[config.mk]
export PLATFORM = sky130hd
export DESIGN_NAME = ahb_lite_byte_master
export DESIGN_NICKNAME = d
export VERILOG_FILES = /design/src/rtl/ahb_lite_byte_master.sv
export SDC_FILE = /design/constraint.sdc
export NUM_CORES = 1
export LEC_CHECK = 0
export CAP_MARGIN = 20
export CORE_UTILIZATION = 43
export CTS_CLUSTER_SIZE = 10
export DETAILED_ROUTE_END_ITERATION = 16
export GPL_ROUTABILITY_DRIVEN = 0
export HOLD_SLACK_MARGIN = 0.15
export PLACE_DENSITY = 0.95
export SLEW_MARGIN = 5
export SYNTH_ARGS = -nofsm -noshare
export SYNTH_HDL_FRONTEND = slang
export SYNTH_SLANG_ARGS = --single-unit
export TNS_END_PERCENT = 10
[constraint.sdc]
create_clock -name clk -period 3.4 [get_ports clk]
set_clock_uncertainty 0.15 [all_clocks]
set_input_delay 0.68 -clock clk [delete_from_list [all_inputs] [get_ports clk]]
set_output_delay 0.68 -clock clk [all_outputs]
set_load 0.01 [all_outputs]
[src/rtl/ahb_lite_byte_master.sv]
// ahb_lite_byte_master
//
// Turns single-byte read/write commands from an upstream arbiter into
// single AHB-Lite transfers (NONSEQ, SINGLE, byte size). Only one transfer
// is in flight at a time; commands that arrive while busy are ignored.
//
// Ports:
//   clk, resetn            clock, synchronous active-low reset
//   cmd_addr, cmd_wdata    command byte address and write byte (sampled at accept)
//   cmd_write, cmd_read    request levels; write wins when both are high
//   cmd_ready              high when a command can be accepted this cycle
//   rsp_valid              one-cycle completion pulse
//   rsp_rdata              read byte from the addressed lane, held between reads
//   rsp_err                HRESP at completion
//   rsp_wait               HREADY-low cycles during the transfer, saturating at 255
//   HADDR..HWDATA          AHB-Lite master outputs
//   HRDATA, HREADY, HRESP  AHB-Lite slave responses
//
// Parameters:
//   HPROT_VAL              constant protection attribute for every transfer
//   BIG_ENDIAN             0: lane = addr[1:0], 1: lane = 3 - addr[1:0]

module ahb_lite_byte_master #(
  parameter logic [3:0] HPROT_VAL  = 4'b0011,
  parameter bit         BIG_ENDIAN = 1'b0
) (
  input  logic        clk,
  input  logic        resetn,
  input  logic [31:0] cmd_addr,
  input  logic [7:0]  cmd_wdata,
  input  logic        cmd_write,
  input  logic        cmd_read,
  output logic        cmd_ready,
  output logic        rsp_valid,
  output logic [7:0]  rsp_rdata,
  output logic        rsp_err,
  output logic [7:0]  rsp_wait,
  output logic [31:0] HADDR,
  output logic [1:0]  HTRANS,
  output logic        HWRITE,
  output logic [2:0]  HSIZE,
  output logic [2:0]  HBURST,
  output logic [3:0]  HPROT,
  output logic [31:0] HWDATA,
  input  logic [31:0] HRDATA,
  input  logic        HREADY,
  input  logic        HRESP
);

  typedef enum logic [1:0] {
    IDLE,
    ADDR,
    DATA,
    REARM
  } state_t;

  state_t      state;
  state_t      state_next;

  logic [31:0] addr_q;
  logic [7:0]  wdata_q;
  logic        write_q;
  logic [7:0]  wait_cnt;
  logic        accept;
  logic [1:0]  lane;
  logic [7:0]  rdata_byte;

  assign accept = cmd_ready && (cmd_write || cmd_read);

  // Byte lane of the latched address; for two bits, 3 - x equals ~x.
  assign lane       = BIG_ENDIAN ? ~addr_q[1:0] : addr_q[1:0];
  assign rdata_byte = HRDATA[{lane, 3'b000} +: 8];

  assign HADDR  = addr_q;
  assign HWRITE = write_q;
  assign HWDATA = {4{wdata_q}};
  assign HSIZE  = 3'b000;
  assign HBURST = 3'b000;
  assign HPROT  = HPROT_VAL;

  always_ff @(posedge clk) begin
    if (!resetn) begin
      state <= IDLE;
    end else begin
      state <= state_next;
    end
  end

  // HTRANS and cmd_ready decode straight from the state register, so they
  // change only on clock edges. REARM waits for the request level to drop so
  // a held request is not executed a second time.
  always_comb begin
    state_next = state;
    cmd_ready  = 1'b0;
    HTRANS     = 2'b00;
    case (state)
      IDLE: begin
        cmd_ready = 1'b1;
        if (cmd_write || cmd_read) begin
          state_next = ADDR;
        end
      end
      ADDR: begin
        HTRANS = 2'b10;
        if (HREADY) begin
          state_next = DATA;
        end
      end
      DATA: begin
        if (HREADY) begin
          state_next = REARM;
        end
      end
      REARM: begin
        if (!cmd_write && !cmd_read) begin
          state_next = IDLE;
        end
      end
      default: begin
        state_next = IDLE;
      end
    endcase
  end

  // Command latch, wait counter and response registers. An HREADY-low cycle
  // in DATA with HRESP high is the first half of an ERROR response and is
  // counted like any other wait; only the HREADY-high edge completes.
  always_ff @(posedge clk) begin
    if (!resetn) begin
      addr_q    <= 32'h0;
      wdata_q   <= 8'h00;
      write_q   <= 1'b0;
      wait_cnt  <= 8'h00;
      rsp_valid <= 1'b0;
      rsp_rdata <= 8'h00;
      rsp_err   <= 1'b0;
      rsp_wait  <= 8'h00;
    end else begin
      rsp_valid <= 1'b0;
      if (accept) begin
        addr_q   <= cmd_addr;
        wdata_q  <= cmd_wdata;
        write_q  <= cmd_write;
        wait_cnt <= 8'h00;
      end else if ((state == ADDR || state == DATA) && !HREADY && wait_cnt != 8'hFF) begin
        wait_cnt <= wait_cnt + 8'd1;
      end
      if (state == DATA && HREADY) begin
        rsp_valid <= 1'b1;
        rsp_err   <= HRESP;
        rsp_wait  <= wait_cnt;
        if (!write_q) begin
          rsp_rdata <= rdata_byte;
        end
      end
    end
  end

endmodule
Word level (Yosys, flattened, before mapping). Index checks and enable logic that the tools add are counted.

Flip-flop bits (word level): 69. Bits of input ports: 78. Output and inout port bits: 96.

Add/subtract/negate cells: 1. Eq/ne operators: 8. Shift-type cells: 1. Multiplexer cells: 8. Bitwise operators: 2. Reductions and logical operators: 14.

Operators by type and width (count): 32-bit by 6-bit variable part select with 8-bit output (1); 2-bit two-way mux (5); 8-bit by 1-bit adder with 8-bit output, second input constant (1); 2-bit != test, second input constant (4); 8-bit != test, second input constant (1); 2-bit case mux with 4 select lines (1); 1-bit logical AND (5); 2-bit equality test, second input constant (2); 4-bit AND reduction (1); 1-bit logical NOT (3); 2-bit by 1-bit equality test with 1-bit output, second input constant (1); 2-bit logical NOT (1); 1-bit logical OR (2); 1-bit two-way mux (2); 1-bit NOT (2); 2-bit AND reduction (1); 2-bit OR reduction (1).

Depth between registers and ports, before layout. Gate-level depths: netlist of the first run.

Depth after elaboration: 4. Depth in mapped cells: 7. Mapped depth without buffers: 5.

Worst setup path before layout of the first run. No wires, ideal clock.

Path kind: input-to-reg. From: input HREADY. To: register rsp_rdata[0]. Data arrival time: 1.366 ns. Required time: 3.133 ns. Path slack: 1.767 ns. Cell stages on the path: 5. Path buffers: 2. Path through: and3b_1 > buf_4 > and2_1 > buf_6 > o2bb2ai_1.

Cells in the longest elaborated chain, start to end: 2.

Ends and longest elaborated chain: start, declared (line 46) `input logic HREADY,`; 1-bit logical AND (line 148) `if (state == DATA && HREADY) begin`; 2-bit AND reduction (no line); end signal, assigned (line 153) `rsp_rdata <= rdata_byte;`; end, declared (line 35) `output logic [7:0] rsp_rdata,`.

No other way between the ends. A chain may end at the register's enable or synchronous reset.

Final worst setup path of the first run.
From: register state[0]. To: output cmd_ready.

Cells in the longest elaborated chain, start to end: 2.

Ends and longest elaborated chain: start, declared (line 57) `state_t state;`; start signal, assigned (line 85) `state <= state_next;`; 2-bit logical NOT (line 96) `case (state)`; 1-bit two-way mux (line 96); end, declared (line 33) `output logic cmd_ready,`.

No other way between the ends.

==> results.cfg, run 1 <==
[status]
status = finished clean

[detailed_routing]
drt_iter0_drc = 88
detail_route.first_pass.iterations = 4
wire_per_inst_um = 13.7
wl_mm = 8.17
vias_per_cell = 4.92
drc = 0
antenna_violating_nets_post_route = 0
vias = 2939

[placement]
placed_area_um2 = 4690
numPortBuffers = 162
dpl.cell_count = 582
dpl.hpwl_mm = 6.28

[power]
power_frac_seq_pct = 38.0
vdd_drop_max_mv = 0.332
power_density_nw_per_um2 = 575
clock_power_share_pct = 22.7
pwr-share-comb_pct = 39.3
net-switching-power_uw = 924
report.power.total_mw = 2.80
p_sw_share_pct = 33.0
cellInternalPower_mw = 1.88
p_leak_nw = 1.81

[global_routing]
grt_antenna_before_repair = 0
grtUsageTotal_pct = 20.9
grt_pass1_vias = 2797
largest_net_degree_at_the_start_of_global_routing = 36
overflow = 0
grt_pass1_wl_mm = 12.6

[floorplan]
die-area_um2 = 7950
pin_count = 174
initial_utilization_pct = 44.8
dieWidth_um = 89.2
die_height_um = 89.2
fp.coreArea_um2 = 7290
num_rows = 31

[synthesis]
synth-warning-count = 0
post-synth-top-area-fraction_pct = 42.3
synth.yosys.seq_area_share_pct = 42.3
synth_edf_count = 0
synth_top_area_cell = dfxtp_1
yosys.cell_types.count = 39
syn_avg_cell_area_um2 = 8.95
yosysMostFrequentCell = nand2_1
synth.cells.most_frequent = nand2_1 (113), dfxtp_1 (69), a21boi_1 (41), buf_4 (39), buf_2 (10)
synthCells = 365
ys_ff_latch = 69
synth_top_flop_cell = dfxtp_1
syn_area_um2 = 3270
postSynth.asyncResetShare_pct = 0
top_cells_by_area_in_the_synthesized_netlist = dfxtp_1 (42%), nand2_1 (13%), a21boi_1 (9.4%)

[clock_tree]
tritoncts = built
cts_hold_repair.buffers = 0
postCtsSetupBuffers = 0
clk_path_buf_depth = 2
cts.clk_slew.worst_paths_ns = 0.07
clk_root_buffer_cell = clkbuf_8
cts_inserted_buffers = 9
htree_levels = 3
cts.sink_count = 69
clkLatencyLatePin_ns = 0.33
post_cts_resize_count = 0

[setup_path]
path_delay_family = buffers and inverters
crit_required_ns = 2.57
max_stage_delay_ns = 0.59
critical_path.startpoint_type = register
crit_fanout = 5
cp.arrival_ns = 1.71
worst-setup-path-type = reg2out
cp_cell_sequence = inv_1 > ha_1 > clkdlybuf4s50_1
master_of_the_slowest_instance_on_the_critical_path = clkdlybuf4s50_1
timing.critical_path.to_type = output port
critPathBufInv = 2

[cells_and_area]
final.fill_count = 611
layout.area.seq_um2 = 1380
drive_gt1_share_pct = 6.43
finalInstanceArea_um2 = 4880
final_net_count = 578
fin_cells = 597
multi_input_area_um2 = 1520
antennaDiodeCount = 0
layout-area-overhead-vs-synth_pct = 49.3

[timing]
final_critical_path_share_of_the_clock_period_pct = 74.6
rsz0062_at_grt = no
worstMarginPinSlew_ns = 0.568
fmax_mhz = 394
setup_failing_eps_final = 0
layout_min_cycle_time_ns = 2.54
report.final.hold_viol_count = 0
final-max-slew-violation-count = 0
timing.slew.headroom_pct = 62.1
setup_tns_ns = 0

[job]
maxCapViolCount = 0

[worst_hold_path]
holdCritPathClass = reg2reg
-- through the flow --
step / hold slack, ns / worst slack, ns / util (%)
2_1_floorplan: 0.318 / 1.77 / -
4_1_cts: 0.307 / 0.850 / 66.9
3_5_place_dp: 0.296 / 0.899 / 64.3
3_3_place_gp: 0.289 / 0.994 / 64.3
5_1_grt: 0.327 / 0.741 / 66.9
6_report: 0.303 / 0.864 / 66.9
-- power groups by stage --
| stage | combinational, mW | clock (mW) | sequential (mW) |
|---|---|---|---|
| 4_1_cts | 1.11 | 0.652 | 1.07 |
| 3_5_place_dp | 1.11 | 0 | 1.08 |
| 2_1_floorplan | 0.592 | 0 | 1.11 |
| 5_1_grt | 1.20 | 0.692 | 1.09 |
| 3_3_place_gp | 1.08 | 0 | 1.08 |
| 6_report | 1.10 | 0.637 | 1.06 |
-- layout by cell type (no fill, tap or decap), types with 2 or more instances in the layout --
cell type / count
and2_1: 3
clkinvlp_4: 2
conb_1: 11
mux2i_1: 4
and3_1: 2
clkinv_2: 2
nor3_1: 4
nand2_1: 113
inv_1: 6
mux4_2: 8
a211oi_1: 2
o21ai_0: 2
buf_4: 4
nand3_1: 5
and4_1: 2
a21boi_0: 9
a21boi_1: 41
clkbuf_8: 9
dfxtp_1: 69
a21oi_1: 4
a41oi_1: 2
clkdlybuf4s50_1: 161
o2bb2ai_1: 8
ha_1: 6
-- area by class of cell --
type	instances	share of cell area [%]
clock buffers	9	2.54
repair buffers	166	33.7
flip-flops and latches	69	28.3
clock inverters	6	1.31
inverters	6	0.462
well taps	99	2.54
multi-input cells	242	31.1
-- state kept, by name, summed over array words and instances, names as in the netlist --
register   cells
wait_cnt       8
rsp_valid      1
state          2
wdata_q        8
rsp_err        1
rsp_rdata      8
HADDR         32
rsp_wait       8
HWRITE         1
-- routing by layer --
layer,vias to the layer above,routed length [µm],global-route usage [%]
met5,-,0,0
met4,0,57,5.05
met3,4,639,7.11
met2,138,4250,38.9
met1,1353,3230,22.7
li1,1444,-,-
-- cells by family after synthesis --
family | synth area share [%]
DFF | 42.3
AOI/OAI and AO/OA | 18.0
and+or+nand+nor | 18.1
other | 0.230
adders and majority gates | 2.30
muxes | 6.74
buffers and inverters | 12.3
-- worst register-to-register path: stages (launching register included) --
cell      delay, ns
dfxtp_1        0.35
inv_1          0.12
ha_1           0.32
o21a_1         0.33
buf_4          0.39
nand2_1        0.10
a21boi_1       0.14
-- worst paths after layout --
path	depth (start not counted)	from	endpoint	slack (ns)
worst max register to register	6	state[0]	HADDR[20]	1.42
worst min register to register	2	HADDR[5]	HADDR[5]	0.30
worst min-delay path	2	HADDR[5]	HADDR[5]	0.30
worst max-delay path	3	state[0]	cmd_ready	0.86
Power figures use the tool's default switching activity.
==> run 2: changes to the inputs <==
--- a/config.mk
+++ b/config.mk
@@ -6,12 +6,12 @@
 export NUM_CORES = 1
 export LEC_CHECK = 0
 export CAP_MARGIN = 20
-export CORE_UTILIZATION = 43
+export CORE_UTILIZATION = 39
 export CTS_CLUSTER_SIZE = 10
 export DETAILED_ROUTE_END_ITERATION = 16
 export GPL_ROUTABILITY_DRIVEN = 0
 export HOLD_SLACK_MARGIN = 0.15
-export PLACE_DENSITY = 0.95
+export PLACE_DENSITY = 0.92
 export SLEW_MARGIN = 5
 export SYNTH_ARGS = -nofsm -noshare
 export SYNTH_HDL_FRONTEND = slang
==> constraint.sdc (replaced) <==
create_clock -name clk -period 2.4 [get_ports clk]
set_clock_uncertainty 0.15 [all_clocks]
set_input_delay 0.48 -clock clk [delete_from_list [all_inputs] [get_ports clk]]
set_output_delay 0.48 -clock clk [all_outputs]
set_load 0.01 [all_outputs]
==> run 2 against run 1 <==
Non-clock buffer count increased by 4. Sequential cell count unchanged. Total power increased by 46%. Clock-buffer cell count rose by 4. Sequential power grew 41%. Die area increased by 10%. Cell count is 1.8% higher.
==> results.cfg, run 2 (synthesized netlist as in run 1, its figures left out) <==
[status]
status = finished clean

[clock_tree]
clk_root_buffer_cell = clkbuf_8
tritoncts = built
cts_inserted_buffers = 9
clk_path_buf_depth = 2
cts.clk_slew.worst_paths_ns = 0.08
cts.sink_count = 69
clkLatencyLatePin_ns = 0.33
htree_levels = 3

[cells_and_area]
layout-area-overhead-vs-synth_pct = 51.8
drive_gt1_share_pct = 7.16
largest_register_ffs = 32
finalInstanceArea_um2 = 4960
antennaDiodeCount = 0
most-common-layout-cells = clkdlybuf4s50_1 (161), nand2_1 (113), dfxtp_1 (69)
final_net_count = 582
final_util_pct = 60.7
layout.area.seq_um2 = 1380
multi_input_area_um2 = 1520
final_common_cell = clkdlybuf4s50_1
final.fill_count = 684

[setup_path]
critical_path.startpoint_type = register
master_of_the_slowest_instance_on_the_critical_path = clkdlybuf4s50_1
critPathBufInv = 2
crit_fanout = 5
crit_required_ns = 1.77
critical_path.reg2reg.startpoint = state[1]
crit_path_start = state[1]
cp.arrival_ns = 1.62
cp_cell_sequence = inv_1 > ha_2 > clkdlybuf4s50_1
max_stage_delay_ns = 0.59
timing.critical_path.to_type = output port
path_delay_family = buffers and inverters
worst-setup-path-type = reg2out

[job]
maxCapViolCount = 0

[placement]
numPortBuffers = 162
dpl.hpwl_mm = 6.09
placed_area_um2 = 4750

[global_routing]
globalRouteMet3Util_pct = 5.77
grt_pass1_wl_mm = 12.6
overflow = 0
largest_net_degree_at_the_start_of_global_routing = 35
grtUsageMet2_pct = 33.0
grt_antenna_before_repair = 0
grt-busiest-layer = met2
grt_util_met1_pct = 20.5
grt_pass1_vias = 2783
grtUsageTotal_pct = 18.7

[detailed_routing]
vias_per_cell = 4.89
wire_per_inst_um = 13.2
wl_mm = 8.01
detail_route.first_pass.iterations = 6
drc = 0
drt_iter0_drc = 87
antenna_violating_nets_post_route = 0
vias = 2976

[power]
power_density_nw_per_um2 = 828
p_leak_nw = 1.85
vdd_drop_max_mv = 0.461

[floorplan]
initial_utilization_pct = 40.0
fp.coreArea_um2 = 8180
die-area_um2 = 8750
num_rows = 33
pin_count = 174
die_height_um = 93.5
dieWidth_um = 93.5

[timing]
report.final.hold_viol_count = 0
layout_min_cycle_time_ns = 2.25
final-max-slew-violation-count = 0
rsz0062_at_grt = no
fmax_mhz = 445
setup_failing_eps_final = 0
setup_tns_ns = 0
final_critical_path_share_of_the_clock_period_pct = 93.6
fin_hold_ws_ns = 0.302

[worst_hold_path]
hold_path.startpoint = HADDR[25]
holdCritPathClass = reg2reg
[run 2: cell types whose count changed in the layout (fill, tap and decap cells not counted)]
cell / delta
inv_6: -1
clkbuf_8: +2
ha_1: -1
buf_4: +2
clkinv_2: -1
buf_12: +2
clkbuf_1: +2
clkinv_4: +1
ha_2: +1
clkinvlp_4: -2
[run 2: path summary, 6_finish.rpt]
kind / cells after the start / slack (ns) / to
setup reg to reg: 5 / 0.67 / wait_cnt[7]
hold / removal: 2 / 0.30 / HADDR[25]
hold reg to reg: 2 / 0.30 / HADDR[25]
setup / recovery: 3 / 0.15 / cmd_ready
[run 2: cell type report]
class	instances	area share, %
Clock buffer	13	3.20
Clock inverter	3	0.883
Inverter	6	0.454
Multi-Input combinational cell	242	30.7
Sequential cell	69	27.9
Tap cell	105	2.65
Timing Repair Buffer	170	34.3
[run 2: per-stage QoR]
step	power (mW)	setup slack, ns	std cells
finish	4.11	0.153	608
global route	4.36	0.0762	608
detailed placement	3.18	0.363	592
global placement	3.13	0.437	592
floorplan	2.41	0.777	374
CTS	4.14	0.0600	608
[run 2: power breakdown]
group | leakage (nW) | internal, mW | total (mW) | switching [mW]
Clock | 0.104 | 0.538 | 0.959 | 0.421
Combinational | 1.19 | 0.915 | 1.66 | 0.744
Sequential | 0.564 | 1.34 | 1.49 | 0.146
Total | 1.85 | 2.80 | 4.11 | 1.31
[run 2: layer usage]
metal / share of wire (%) / vias up
li1: - / 1451
met1: 38 / 1358
met2: 51 / 153
met3: 9.0 / 14
met4: 1.8 / 0
met5: 0 / -
[run 2: timing repair]
item                       CTS  global route
hold buffers                 0             0
buffers inserted             0             0
setup endpoints to repair    0             1
gates resized for setup      0             1
hold endpoints to repair     0             0
[run 2: worst reg2reg max path, stage by stage (launching register included)]
cell and delay, ns:
dfxtp_1 0.37, inv_1 0.10, ha_2 0.39, and4b_4 0.28, a41oi_1 0.15, a211oi_2 0.22
